===== config.mk =====
export PLATFORM = sky130hd
export DESIGN_NAME = fetch_stage_flat
export DESIGN_NICKNAME = d
export VERILOG_FILES = /design/src/rtl/fetch_stage_if.sv /design/src/rtl/fetch_stage.sv /design/src/flat_wrapper.sv
export SDC_FILE = /design/constraint.sdc
export NUM_CORES = 1
export LEC_CHECK = 0
export CAP_MARGIN = 10
export CORE_UTILIZATION = 30
export CTS_BUF_LIST = sky130_fd_sc_hd__clkbuf_8
export DETAILED_ROUTE_END_ITERATION = 10
export PLACE_DENSITY = 0.66
export SLEW_MARGIN = 20
export SYNTH_ARGS = -nofsm -noshare
export SYNTH_HDL_FRONTEND = slang
export SYNTH_SLANG_ARGS = --single-unit

===== constraint.sdc =====
create_clock -name clk -period 3.4 [get_ports clk]
set_input_delay 1.02 -clock clk [delete_from_list [all_inputs] [get_ports clk]]
set_output_delay 1.02 -clock clk [all_outputs]
set_load 0.01 [all_outputs]

===== src/rtl/fetch_stage_if.sv =====
// Fetch-stage bus: hazard/redirect inputs, instruction-memory port and IF/ID outputs.
// master = fetch stage side, slave = surrounding pipeline / memory side.
interface fetch_stage_if #(
  parameter int N = 32
);
  logic         stall;
  logic         branch_taken;
  logic [N-1:0] branch_target;
  logic [N-1:0] pc;
  logic [N-1:0] instruction;
  logic [N-1:0] pc_out;
  logic [N-1:0] instruction_out;
  logic         valid_out;
  logic         halted;
  logic         addr_err;

  modport master (
    input  stall, branch_taken, branch_target, instruction,
    output pc, pc_out, instruction_out, valid_out, halted, addr_err
  );

  modport slave (
    output stall, branch_taken, branch_target, instruction,
    input  pc, pc_out, instruction_out, valid_out, halted, addr_err
  );
endinterface


===== src/rtl/fetch_stage.sv =====
// Instruction fetch stage: word-indexed PC, IF/ID register, IDLE/RUN/HALT control.
// Optional FETCH_PERF_CNT_EN adds a saturating fetch_count output.
module fetch_stage #(
  parameter int N   = 32,
  parameter int INS = 1000
) (
  input  logic           clk,
  input  logic           rst,
  fetch_stage_if.master  bus
`ifdef FETCH_PERF_CNT_EN
  ,
  output logic [31:0]    fetch_count
`endif
);

  localparam logic [1:0] IDLE = 2'd0;
  localparam logic [1:0] RUN  = 2'd1;
  localparam logic [1:0] HALT = 2'd2;

  localparam logic [N-1:0] LAST_PC = N'(INS - 1);
  localparam logic [N:0]   DEPTH   = (N + 1)'(INS);

  logic [1:0]   state_q, state_d;
  logic [N-1:0] pc_q, pc_d;
  logic [N-1:0] pc_out_q, pc_out_d;
  logic [N-1:0] instr_q, instr_d;
  logic         valid_q, valid_d;
  logic         halted_q, halted_d;
  logic         err_q, err_d;
  logic         capture;
  logic         target_ok;

  assign target_ok = ({1'b0, bus.branch_target} < DEPTH);

  always_comb begin
    state_d  = state_q;
    pc_d     = pc_q;
    pc_out_d = pc_out_q;
    instr_d  = instr_q;
    valid_d  = valid_q;
    err_d    = err_q;
    capture  = 1'b0;
    unique case (state_q)
      IDLE: begin
        pc_d    = '0;
        valid_d = 1'b0;
        state_d = RUN;
      end
      RUN: begin
        if (bus.branch_taken) begin
          valid_d = 1'b0;
          if (target_ok) begin
            pc_d = bus.branch_target;
          end else begin
            err_d   = 1'b1;
            state_d = HALT;
          end
        end else if (!bus.stall) begin
          capture  = 1'b1;
          pc_out_d = pc_q;
          instr_d  = bus.instruction;
          valid_d  = 1'b1;
          // Last word: capture it but park the PC instead of wrapping.
          if (pc_q == LAST_PC) state_d = HALT;
          else                 pc_d    = pc_q + N'(1);
        end
      end
      HALT: begin
        valid_d = 1'b0;
        if (bus.branch_taken) begin
          if (target_ok) begin
            pc_d    = bus.branch_target;
            state_d = RUN;
          end else begin
            err_d = 1'b1;
          end
        end
      end
      default: state_d = IDLE;
    endcase
    halted_d = (state_d == HALT);
  end

  always_ff @(posedge clk) begin
    if (rst) begin
      state_q  <= IDLE;
      pc_q     <= '0;
      pc_out_q <= '0;
      instr_q  <= '0;
      valid_q  <= 1'b0;
      halted_q <= 1'b0;
      err_q    <= 1'b0;
    end else begin
      state_q  <= state_d;
      pc_q     <= pc_d;
      pc_out_q <= pc_out_d;
      instr_q  <= instr_d;
      valid_q  <= valid_d;
      halted_q <= halted_d;
      err_q    <= err_d;
    end
  end

`ifdef FETCH_PERF_CNT_EN
  logic [31:0] cnt_q, cnt_d;

  always_comb begin
    cnt_d = cnt_q;
    if (capture && (cnt_q != '1)) cnt_d = cnt_q + 32'd1;
  end

  always_ff @(posedge clk) begin
    if (rst) cnt_q <= '0;
    else     cnt_q <= cnt_d;
  end

  assign fetch_count = cnt_q;
`else
  logic unused_capture;
  assign unused_capture = capture;
`endif

  assign bus.pc              = pc_q;
  assign bus.pc_out          = pc_out_q;
  assign bus.instruction_out = instr_q;
  assign bus.valid_out       = valid_q;
  assign bus.halted          = halted_q;
  assign bus.addr_err        = err_q;

endmodule


===== src/flat_wrapper.sv =====
// flat-port wrapper written by rule: the top's interface ports become plain ports
module fetch_stage_flat 
#(
  parameter int N   = 32,
  parameter int INS = 1000
)
  (clk, rst, bus_stall, bus_branch_taken, bus_branch_target, bus_instruction, bus_pc, bus_pc_out, bus_instruction_out, bus_valid_out, bus_halted, bus_addr_err);
  fetch_stage_if #(.N(N)) bus_i ();
  input  logic clk;
  input  logic rst;
  input wire logic [$bits(bus_i.stall)-1:0] bus_stall;
  input wire logic [$bits(bus_i.branch_taken)-1:0] bus_branch_taken;
  input wire logic [$bits(bus_i.branch_target)-1:0] bus_branch_target;
  input wire logic [$bits(bus_i.instruction)-1:0] bus_instruction;
  output wire logic [$bits(bus_i.pc)-1:0] bus_pc;
  output wire logic [$bits(bus_i.pc_out)-1:0] bus_pc_out;
  output wire logic [$bits(bus_i.instruction_out)-1:0] bus_instruction_out;
  output wire logic [$bits(bus_i.valid_out)-1:0] bus_valid_out;
  output wire logic [$bits(bus_i.halted)-1:0] bus_halted;
  output wire logic [$bits(bus_i.addr_err)-1:0] bus_addr_err;
  assign bus_i.stall = bus_stall;
  assign bus_i.branch_taken = bus_branch_taken;
  assign bus_i.branch_target = bus_branch_target;
  assign bus_i.instruction = bus_instruction;
  assign bus_pc = bus_i.pc;
  assign bus_pc_out = bus_i.pc_out;
  assign bus_instruction_out = bus_i.instruction_out;
  assign bus_valid_out = bus_i.valid_out;
  assign bus_halted = bus_i.halted;
  assign bus_addr_err = bus_i.addr_err;
  fetch_stage #(.N(N), .INS(INS)) u_core (.clk(clk), .rst(rst), .bus(bus_i));
endmodule

Word-level counts from Yosys, hierarchy flattened
Index checks and enable logic that the tools add are counted.

word-level totals
  logic and storage cells = 44
  output and inout port bits = 99
  bits in registers = 101
  input bits = 68

operators by class
  bitwise logic cells = 3
  magnitude comparators = 1
  muxes and demuxes = 16
  equality and inequality tests = 7
  $add $sub $neg = 1
  reduce and logical (&&, ||, !) cells = 9

operator list
  cell                     count
  $mux W32                 5
  $pmux W32 S3             1
  $add A32 B1 Y32 const B  1
  $eq A32 B10 Y1 const B   1
  $lt A32 B10 Y1 const B   1
  $mux W2                  6
  $ne A3 B3 Y1 const B     2
  $pmux W2 S3              1
  $reduce_and A3 Y1        2
  $eq A2 B2 Y1 const B     2
  $reduce_and A4 Y1        1
  $reduce_or A2 Y1         2
  $not A1 Y1               3
  $reduce_bool A3 Y1       1
  $eq A2 B1 Y1 const B     1
  $logic_not A2 Y1         1
  $mux W1                  2
  $ne A2 B2 Y1 const B     1
  $pmux W1 S2              1
  $reduce_and A2 Y1        1
  $reduce_bool A2 Y1       1

Depth between registers and ports, before layout
Gate-level depths: netlist of the first run.

  depth in word-level cells = 6
  depth in mapped cells = 10
  mapped depth without buffers = 8

Worst setup path before layout of the first run
OpenSTA, ideal clock, no wires.

  kind = input to register
  from = input port bus_branch_target[27]
  to = register u_core.pc_q[27] (netlist: u_core.bus.pc[27])
  arrival = 2.521 ns
  stages = 7
  buffers on the path = 1
  setup slack = 0.765 ns
  setup time = 0.114 ns
  path through = nor4_2 nand4_2 o31a_1 a221oi_4 nor2_2 buf_6 a21o_1

on the way
  cells in the longest elaborated chain, start to end = 4

ends and longest elaborated chain
  item                                line                                  source
  start, declared                     flat_wrapper.sv:13                    input wire logic [$bits(bus_i.branch_target)-1:0] bus_branch_target;
  $lt A32 B10 Y1                      fetch_stage.sv:33                     assign target_ok = ({1'b0, bus.branch_target} < DEPTH);
  $mux W32 *                          fetch_stage.sv:52, fetch_stage.sv:71
  $mux W32, on equally long branches  fetch_stage.sv:70, fetch_stage.sv:50
  $pmux W32 S3 *                      fetch_stage.sv:43                     unique case (state_q)
  end signal, assigned                fetch_stage.sv:95                     pc_q <= pc_d;
  end, declared                       fetch_stage.sv:24                     logic [N-1:0] pc_q, pc_d;

Mark *: on every way between the ends. The rest lies on a longest branch, timed or not. The select of a mux whose other input is x is not followed.
A chain may end at the register's enable or synchronous reset.

Final worst setup path of the first run
  from = input port bus_branch_taken
  to = register u_core.pc_q[24] (netlist: u_core.bus.pc[24])

on the way
  cells in the longest elaborated chain, start to end = 2

ends and longest elaborated chain
  item                                                                line                source
  start, declared                                                     flat_wrapper.sv:12  input wire logic [$bits(bus_i.branch_taken)-1:0] bus_branch_taken;
  $ne A3 B3 Y1 (no source line) (tied with other cells)               -
  $reduce_and A4 Y1 (no source line) or $pmux W32 S3 (tied branches)  -

Parallel ways exist; a longest one is shown, timed or not.

==> impl_metrics.tcl, run 1 <==
set metrics [dict create \
    cts-hold-fix-buffers 0 \
    wl_per_cell_um 15.4 \
    placement_rows 45 \
    die_area_um2 16500 \
    drv_slew 0 \
    clock_tree.buffer_depth 2 \
    synth_top_family_by_area "simple AND/OR/NAND/NOR gates" \
    synth_simple_gate_area_share_pct 27.1 \
    htreeDepth 3 \
    finalCritPeriodShare_pct 85.1 \
    drc 0 \
    critical_path_required_ps 3720 \
    pin_count_of_the_biggest_net_entering_global_routing 66 \
    synthAdderAreaFrac_pct 1.31 \
    buffer_ports.inserted 166 \
    antennaDiodeCount 0 \
    worstPathArrival_ps 3220 \
    clock_skew_ps 12.1 \
    slew_headroom_pct 24.9 \
    power.internal_w 0.00178 \
    max_cap_violations 0 \
    final_antenna_net_count 0 \
    async_reset_ff_share_pct 0 \
    seq_power_share_pct 50.1 \
    num-fill-cells 1562 \
    synth_flop_cell "dfxtp_1" \
    yosys.area.top_type "dfxtp_1" \
    floorplan.io_pins 167 \
    post_cts_resize_count 0 \
    min_period_ps 2890 \
    post-synth-top-area-fraction_pct 42.2 \
    hold_path_class "register to register" \
    hold_violations 0 \
    antenna_found_initial 0 \
    cell_area_after_synthesis_um2 4790 \
    numCtsBuffers 9 \
    drt_wl_total_mm 15.1 \
    place_congestion 0.878 \
    all_layer_gr_usage_pct 18.3 \
    setup_ws_ps 506 \
    drt_pre_antenna_iters 5 \
    synthXorXnorAreaFrac_pct 0.915 \
    synth.ff_latch_count 101 \
    number_of_buffers_added_for_setup_after_cts 0 \
    final_nets 838 \
    ys_warn_count 0 \
    syn-num-nets 688 \
    tritoncts "yes" \
    dp_worst_setup_slack_ps 154 \
    die_h_um 128 \
    finalSetupViolCount 0 \
    synth_compound_area_share_pct 22.3 \
    grt_first_pass_wirelength_mm 23.4 \
    synthTopCellsByCount "nand2_1, dfxtp_1, a21oi_1" \
    max_slew.worst_pin.slew_ps 1120 \
    numPlacedInstances 965 \
    pwr-share-comb_pct 12.9 \
    rsz_0062_raised_after_global_routing "no" \
    worst_ir_drop_vdd_v 0.000175 \
    timing.setup.tns_ps 0 \
    post_synth_main_area_contributors "dfxtp_1, nand2_1, a21oi_1, o21ai_0, clkbuf_1" \
    yosysMostFrequentCell "nand2_1" \
    clkSinkCount 101 \
    muxShareOfSynthArea_pct 0.654 \
    number_of_enable_flip_flop_cells_after_synthesis 0 \
    flow.area_growth_from_synthesis_pct 43.7 \
    fraction_of_final_layout_cells_with_drive_strength_greater_than_1_pct 7.53 \
    critical_path.startpoint_type "input port" \
    die_width_um 128 \
    power.static_leakage_nw 2.34 \
    core_region_area_um2 15400 \
    synth.lib_cells_used.distinct 65 \
    place_hpwl_mm 10.7 \
    post_layout_nonfiller_instances 981 \
    cts.reportedPaths.clkPinSlew_ps 100 \
    fmaxAchievable_mhz 346 \
    clkPwrFrac_pct 37.0 \
    detail_route.iter0.violations 317 \
    vias_per_cell 5.04 \
    netSwitchingPower_w 0.000640 \
    run_status "complete, no violations" \
    grt_overflow_total 0 \
    root_buffer "clkbuf_8" \
    p_sw_share_pct 26.4 \
    synth.yosys.seq_area_share_pct 42.2 \
    grt_pass1_vias 4426 \
    synthesis.instances 615 \
    vias 4949 \
    endpoint_kind "register" \
    crit_path_kind "input port to register" \
    worst_path_fanout_max 16 \
    worst_skew_pair.late_latency_ps 390 \
    postSynthAreaPerCell_um2 7.78 \
    initial_utilization_pct 31.1 \
    power-per-cell-area_nw_per_um2 352 \
]
[sequential cells by signal (all words and copies together) (netlist names)]
signal and count:
u_core.bus.instruction_out 32, u_core.bus.pc 32, u_core.bus.pc_out 32, u_core.state_q 2, u_core.bus.addr_err 1, u_core.bus.halted 1, u_core.bus.valid_out 1
[worst max-delay path, cell delays in order]
cell	delay, ps
clkdlybuf4s50_1	470
nor2b_1	240
nor3_1	80
o21a_1	140
nor3_2	890
o21ai_0	250
o21ai_0	120
[placed cells by master, fill, tap and decap left out, types with 4 or more instances in the layout]
cell and n:
a21o_1 5, a21oi_1 85, a22o_1 4, a22oi_1 6, a31oi_1 7, and2_1 4, and3_1 9, buf_4 21
clkbuf_8 9, clkdlybuf4s50_1 165, dfxtp_1 101, ha_1 5, inv_1 11, inv_6 4, nand2_1 155, nand3_1 14
nand4_1 12, nor2_1 20, nor3_1 10, nor4_1 15, nor4_2 5, o21ai_0 23, o22ai_1 4, o2bb2ai_1 6
o31ai_1 6
[worst paths after layout]
path	startpoint	to	slack (ps)	cells past startpoint
min	u_core.bus.pc_out[22]$_SDFFE_PP0P_	u_core.bus.pc_out[22]$_SDFFE_PP0P_	460	2
min reg2reg	u_core.bus.pc_out[22]$_SDFFE_PP0P_	u_core.bus.pc_out[22]$_SDFFE_PP0P_	460	2
max reg2reg	u_core.bus.pc[0]$_SDFFE_PP0P_	u_core.bus.pc[24]$_SDFFE_PP0P_	710	7
max	bus_branch_taken	u_core.bus.pc[24]$_SDFFE_PP0P_	510	7
[final cells by class]
cell class,count,area (um2),share of cell area [%]
Sequential cell,101,2020,29.4
Tap cell,211,264,3.84
Multi-Input combinational cell,455,2510,36.5
Timing Repair Buffer,187,1810,26.4
Clock inverter,7,104,1.51
Clock buffer,9,124,1.80
Inverter,11,41.3,0.600
[power groups by stage]
stage | Clock (W) | Sequential (W) | Combinational [W]
3_3_place_gp | 0 | 0.00124 | 0.000311
6_report | 0.000894 | 0.00121 | 0.000312
3_5_place_dp | 0 | 0.00124 | 0.000312
2_1_floorplan | 0 | 0.00124 | 0.000136
4_1_cts | 0.000936 | 0.00121 | 0.000313
5_1_grt | 0.000981 | 0.00122 | 0.000338
[metrics by stage]
step	cell area [um2]	total power, W	util, %	hold WS [ps]
floorplan	4790	0.00138	-	481
global placement	6650	0.00155	43.3	441
detailed placement	6650	0.00155	43.3	446
CTS	6880	0.00246	44.8	461
global route	6880	0.00253	44.8	471
finish	6880	0.00242	44.8	456
[logic make-up (layout without fill, tap and decap cells)]
group,after synthesis,after routing
mux,3,3
simple gates,269,269
buf+inv,59,214
xor+xnor,5,5
fa+ha+maj,5,5
compound gates,173,173
flops,101,101
[routing by layer]
layer | part of all wire (%) | global-route usage [%] | wire, um
met5 | 0 | 0 | 0
met4 | 1.6 | 5.88 | 238
met3 | 8.8 | 6.05 | 1320
met2 | 45 | 28.3 | 6730
met1 | 45 | 24.1 | 6780
No activity file was read; power rests on OpenSTA's default activity.
==> run 2, diff against run 1 <==
--- a/config.mk
+++ b/config.mk
@@ -11,3 +11,3 @@
 export DETAILED_ROUTE_END_ITERATION = 10
-export PLACE_DENSITY = 0.66
+export PLACE_DENSITY = 0.68
 export SLEW_MARGIN = 20
==> constraint.sdc (replaced) <==
create_clock -name clk -period 2.4 [get_ports clk]
set_input_delay 0.48 -clock clk [delete_from_list [all_inputs] [get_ports clk]]
set_output_delay 0.48 -clock clk [all_outputs]
set_load 0.01 [all_outputs]
==> run 2 against run 1 <==
  * Highest routed layer unchanged
  * Utilization grew 2.8 points
  * Count of clock-buffer cells in the layout is the same
  * Wire length grew 5.4%
  * Setup slack lost 360 ps
  * Clock power grew 30%
  * Clock skew grew 5.2 ps
  * First-iteration DRC count grew 3.5%
  * Total power grew 39%
  * Non-clock buffer count grew 56
  * Sequential power grew 42%
==> impl_metrics.tcl, run 2 (synthesis results as in run 1) <==
set metrics [dict create \
    drt_wl_total_mm 15.9 \
    grt_pass1_vias 4877 \
    rsz_0062_raised_after_global_routing "no" \
    cp_cell_sequence "inv_1 > ha_2 > or3b_2 > nor4_1 > o21ai_1 > buf_4 > o41ai_1" \
    setup.reg_to_reg.worst_slack_ps 150 \
    power.internal_w 0.00244 \
    numCtsBuffers 9 \
    vias_per_cell 4.98 \
    drt_pre_antenna_iters 5 \
    final_antenna_net_count 0 \
    max_slew.worst_pin.slew_ps 718 \
    postLayoutCellArea_um2 7300 \
    wl_per_cell_um 15.3 \
    timing.critical_path.from "u_core.state_q[1]$_SDFF_PP0_" \
    layout_common_cells "clkdlybuf4s50_1, nand2_1, dfxtp_1, a21oi_1, buf_4" \
    min_period_ps 2250 \
    die_h_um 128 \
    critical_path_required_ps 2700 \
    crit-reg2reg-capture "u_core.bus.pc[13]$_SDFFE_PP0P_" \
    dp_worst_setup_slack_ps -399 \
    finalSetupViolCount 0 \
    place_congestion 0.876 \
    detail_route.iter0.violations 328 \
    endpoint_kind "register" \
    antenna_found_initial 0 \
    htreeDepth 3 \
    flow.area_growth_from_synthesis_pct 52.6 \
    run_status "complete, no violations" \
    slew_headroom_pct 52.2 \
    crit_path_top_delay_cell "or3b_2" \
    layout.cells.most_common "clkdlybuf4s50_1" \
    crit_path_kind "register to register" \
    root_buffer "clkbuf_8" \
    seq_power_share_pct 51.2 \
    place_hpwl_mm 11.6 \
    core_region_area_um2 15400 \
    cts.reportedPaths.clkPinSlew_ps 110 \
    initial_utilization_pct 31.1 \
    antennaDiodeCount 0 \
    clock_skew_ps 17.3 \
    cts-hold-fix-buffers 0 \
    grt_overflow_total 0 \
    worst_path_fanout_max 14 \
    hold-worst-slack_ps 457 \
    die_width_um 128 \
    total_power_consumption_of_the_routed_design_w 0.00335 \
    finalCritPeriodShare_pct 94.0 \
    power.static_leakage_nw 2.62 \
    p_sw_share_pct 27.4 \
    power-per-cell-area_nw_per_um2 459 \
    setup.worst_path.end "u_core.bus.pc[13]$_SDFFE_PP0P_" \
    post_layout_nonfiller_instances 1037 \
    max_cap_violations 0 \
    worstPathArrival_ps 2550 \
    clkSinkCount 101 \
    placement_rows 45 \
    drc 0 \
    vias 5168 \
    netSwitchingPower_w 0.000918 \
    clock_tree.buffer_depth 2 \
    fmaxAchievable_mhz 443 \
    clkPwrFrac_pct 34.5 \
    buffer_ports.inserted 166 \
    critical_path.startpoint_type "register" \
    worst_skew_pair.late_latency_ps 390 \
    pwr-share-comb_pct 14.3 \
    die_area_um2 16500 \
    all_layer_gr_usage_pct 19.7 \
    floorplan.io_pins 167 \
    drv_slew 0 \
    hold_violations 0 \
    reg2regPathDepth 7 \
    critPathMaxStageDelay_ps 490 \
    dpl-instance-area_um2 7060 \
    worst_ir_drop_vdd_v 0.000329 \
    num-fill-cells 1544 \
    reg2reg_from "u_core.state_q[1]$_SDFF_PP0_" \
    hold_path_class "register to register" \
    setup_ws_ps 145 \
    grt_first_pass_wirelength_mm 25.3 \
    fraction_of_final_layout_cells_with_drive_strength_greater_than_1_pct 14.0 \
    final_nets 894 \
    tritoncts "yes" \
    numPlacedInstances 1020 \
    pin_count_of_the_biggest_net_entering_global_routing 66 \
]
run 2: cell types whose count changed in the layout (fill, tap and decap cells not counted), sizes merged:
cell      delta
clkinv       -1
clkinvlp     +2
buf         +56
bufinv       -1
run 2: layout make-up:
type | count | area [um2] | share of cell area, %
inverter | 11 | 41.3 | 0.565
multi-input combinational | 455 | 2520 | 34.6
clock buffer | 9 | 124 | 1.70
timing repair buffer | 243 | 2250 | 30.8
clock inverter | 7 | 80.1 | 1.10
tap | 211 | 264 | 3.61
sequential | 101 | 2020 | 27.7
run 2: worst min-delay path by stage:
stage | startpoint | to | slack [ps] | depth (start not counted)
floorplan | u_core.bus.instruction_out[0]$_SDFFE_PP0P_ | u_core.bus.instruction_out[0]$_SDFFE_PP0P_ | 480 | 2
global placement | u_core.bus.pc_out[5]$_SDFFE_PP0P_ | u_core.bus.pc_out[5]$_SDFFE_PP0P_ | 440 | 2
detailed placement | u_core.bus.pc_out[13]$_SDFFE_PP0P_ | u_core.bus.pc_out[13]$_SDFFE_PP0P_ | 450 | 2
CTS | u_core.bus.pc_out[4]$_SDFFE_PP0P_ | u_core.bus.pc_out[4]$_SDFFE_PP0P_ | 460 | 2
global route | u_core.bus.instruction_out[17]$_SDFFE_PP0P_ | u_core.bus.instruction_out[17]$_SDFFE_PP0P_ | 470 | 2
finish | u_core.bus.pc_out[22]$_SDFFE_PP0P_ | u_core.bus.pc_out[22]$_SDFFE_PP0P_ | 460 | 2
run 2: critical path, delay by kind of cell, from the launching register on:
| family | cells | cell delay (ps) |
|---|---|---|
| buf+inv | 2 | 310 |
| fa+ha+maj | 1 | 280 |
| compound gates | 2 | 420 |
| flops | 1 | 380 |
| simple gates | 2 | 770 |
run 2: repair_timing:
action / in CTS / in global routing
setup endpoints to repair: 16 / 18
pin swaps: 0 / 1
setup buffers: 0 / 1
resized for setup: 1 / 3
run 2: metal layers:
metal | up-vias | share of wire, % | track usage [%]
li1 | 2581 | - | -
met1 | 2332 | 44 | 25.6
met2 | 240 | 45 | 31.2
met3 | 15 | 9.8 | 6.26
met4 | 0 | 1.1 | 5.47
met5 | - | 0 | 0
run 2: power by group through the flow:
stage	sequential [W]	combinational, W	clock (W)
6_report	0.00172	0.000480	0.00116
5_1_grt	0.00172	0.000518	0.00126
4_1_cts	0.00172	0.000475	0.00120
3_5_place_dp	0.00175	0.000472	0
3_3_place_gp	0.00175	0.000468	0
2_1_floorplan	0.00176	0.000193	0
run 2: metrics by stage:
| stage | utilization, % | TNS (ps) |
|---|---|---|
| 2_1_floorplan | - | 0 |
| 3_3_place_gp | 46.0 | -4560 |
| 3_5_place_dp | 46.0 | -7410 |
| 4_1_cts | 47.3 | 0 |
| 5_1_grt | 47.5 | 0 |
| 6_report | 47.5 | 0 |
==> run 3, diff against run 2 <==
Settings changed: PLACE_DENSITY 0.68 to 0.66.
Clock period 2.4 ns to 2.6 ns, I/O delays scaled along.
==> run 3 against run 2 <==
  * Die area did not move
  * Hold slack got worse by 2.2 ps
  * First-iteration DRC count fell by 14%
  * Register-to-register slack barely moved
  * Global-route usage fell by 0.76 points
  * Total power fell by 4.0%
  * Clock power rose by 4%
==> impl_metrics.tcl, run 3 (synthesis results as in run 1) <==
set metrics [dict create \
    number_of_buffers_added_for_setup_after_cts 0 \
    htreeDepth 3 \
    critical_path.startpoint_type "register" \
    floorplan.io_pins 167 \
    critical_path_required_ps 2910 \
    clkSinkCount 101 \
    hold_violations 0 \
    footprint_of_the_multi_input_gates_um2 2520 \
    cts.reportedPaths.clkPinSlew_ps 100 \
    flow.area_growth_from_synthesis_pct 50.7 \
    dp_worst_setup_slack_ps -105 \
    placement_rows 45 \
    worst_ir_drop_vdd_v 0.000238 \
    initial_utilization_pct 31.1 \
    drc 0 \
    worst_path_fanout_max 9 \
    finalCritPeriodShare_pct 94.3 \
    worstPathArrival_ps 2760 \
    drt_wl_total_mm 15.5 \
    power-per-cell-area_nw_per_um2 447 \
    setup_ws_ps 148 \
    place_hpwl_mm 11.3 \
    detail_route.iter0.violations 281 \
    total_power_consumption_of_the_routed_design_w 0.00322 \
    postLayoutCellArea_um2 7210 \
    tritoncts "yes" \
    power.static_leakage_nw 2.56 \
    dpl-instance-area_um2 6970 \
    grt_pass1_vias 4664 \
    hold_path_class "register to register" \
    die_h_um 128 \
    min_period_ps 2450 \
    final_nets 880 \
    final_antenna_net_count 0 \
    all_layer_gr_usage_pct 18.9 \
    fmaxAchievable_mhz 408 \
    timing.critical_path.max_delay_family "simple AND/OR/NAND/NOR gates" \
    core_region_area_um2 15400 \
    run_status "complete, no violations" \
    num-fill-cells 1545 \
    crit_path_kind "register to register" \
    clock_tree.buffer_depth 2 \
    max_slew.worst_pin.slew_ps 722 \
    layout.cells.most_common "clkdlybuf4s50_1" \
    drv_slew 0 \
    critPathMaxStageDelay_ps 540 \
    die_area_um2 16500 \
    antennaDiodeCount 0 \
    numCtsBuffers 9 \
    cp_cell_sequence "nor4_1 > nand4_1 > o21bai_1 > a221oi_4 > nor2_2 > buf_4 > o2bb2ai_1" \
    timing.critical_path.buf_inv 1 \
    max_cap_violations 0 \
    rsz_0062_raised_after_global_routing "no" \
    clock_skew_ps 11.7 \
    die_width_um 128 \
    combined_flip_flop_and_latch_cell_area_um2 2020 \
    endpoint_kind "register" \
    crit_path_top_delay_cell "nor4_1" \
    wl_per_cell_um 15.1 \
    vias_per_cell 5.01 \
    drt_pre_antenna_iters 5 \
    layout_common_cells "clkdlybuf4s50_1, nand2_1, dfxtp_1, a21oi_1, buf_4" \
    root_buffer "clkbuf_8" \
    slew_headroom_pct 51.8 \
    place_congestion 0.908 \
    finalSetupViolCount 0 \
    buffer_ports.inserted 166 \
    fraction_of_final_layout_cells_with_drive_strength_greater_than_1_pct 12.2 \
    pin_count_of_the_biggest_net_entering_global_routing 66 \
    grt_overflow_total 0 \
    worst_skew_pair.late_latency_ps 380 \
    grt_first_pass_wirelength_mm 24.4 \
    vias 5126 \
    antenna_found_initial 0 \
]
## run 3: cell count changes in the layout (fill, tap and decap cells not counted)
cell / previous run / this run
buf_12: 1 / 0
buf_4: 76 / 63
bufinv_16: 1 / 3
clkinv_2: 0 / 1
clkinv_4: 0 / 1
clkinvlp_4: 2 / 1
dfxtp_1: 100 / 101
dfxtp_2: 1 / 0
ha_1: 4 / 5
ha_2: 1 / 0
inv_1: 11 / 12
inv_6: 4 / 0
nor2_2: 0 / 1
nor2_4: 2 / 1
## run 3: cell type report
cell class	instances	area share, %
clock inverters	7	1.60
multi-input cells	455	34.9
well taps	211	3.66
clock buffers	9	1.72
repair buffers	229	29.5
flip-flops and latches	101	28.0
inverters	11	0.573
## run 3: layer usage
| layer | global-route usage [%] | vias up | routed length [um] |
|---|---|---|---|
| li1 | - | 2557 | - |
| met1 | 24.7 | 2351 | 6930 |
| met2 | 29.5 | 193 | 6940 |
| met3 | 5.88 | 25 | 1290 |
| met4 | 6.44 | 0 | 325 |
| met5 | 0 | - | 0 |
## run 3: per-stage QoR
stage,cells,utilization (%),setup TNS (ps),hold slack [ps]
final,1023,46.9,0,455
after global routing,1023,46.9,0,472
after CTS,1023,46.9,0,460
after detailed placement,1007,45.3,-853,446
after global placement,1007,45.3,-609,441
after floorplan,615,-,0,481
## run 3: repair_timing
action                                  in CTS  in global routing
endpoints found under the setup margin       0                  9
hold buffers                                 0                  0
gates resized for setup                      0                  1
## run 3: worst register-to-register path, cell delays in order (launching register included)
cell and delay [ps]:
dfxtp_1 380, nor4_1 540, nand4_1 220, o21bai_1 310, a221oi_4 120, nor2_2 450, buf_4 240, o2bb2ai_1 130
## run 3: path summary, 6_finish.rpt
path                                              start                                    endpoint  slack, ps  cells after the start
max                      u_core.bus.pc[16]$_SDFFE_PP0P_               u_core.bus.pc[7]$_SDFFE_PP0P_        150                      7
min          u_core.bus.instruction_out[1]$_SDFFE_PP0P_  u_core.bus.instruction_out[1]$_SDFFE_PP0P_        450                      2
max reg2reg              u_core.bus.pc[16]$_SDFFE_PP0P_               u_core.bus.pc[7]$_SDFFE_PP0P_        150                      7
min reg2reg  u_core.bus.instruction_out[1]$_SDFFE_PP0P_  u_core.bus.instruction_out[1]$_SDFFE_PP0P_        450                      2
## run 3: power by group
part	internal [W]	switching [W]	leakage (nW)
clock	0.000636	0.000569	0.121
combinational	0.000214	0.000218	1.63
sequential	0.00157	0.0000146	0.815
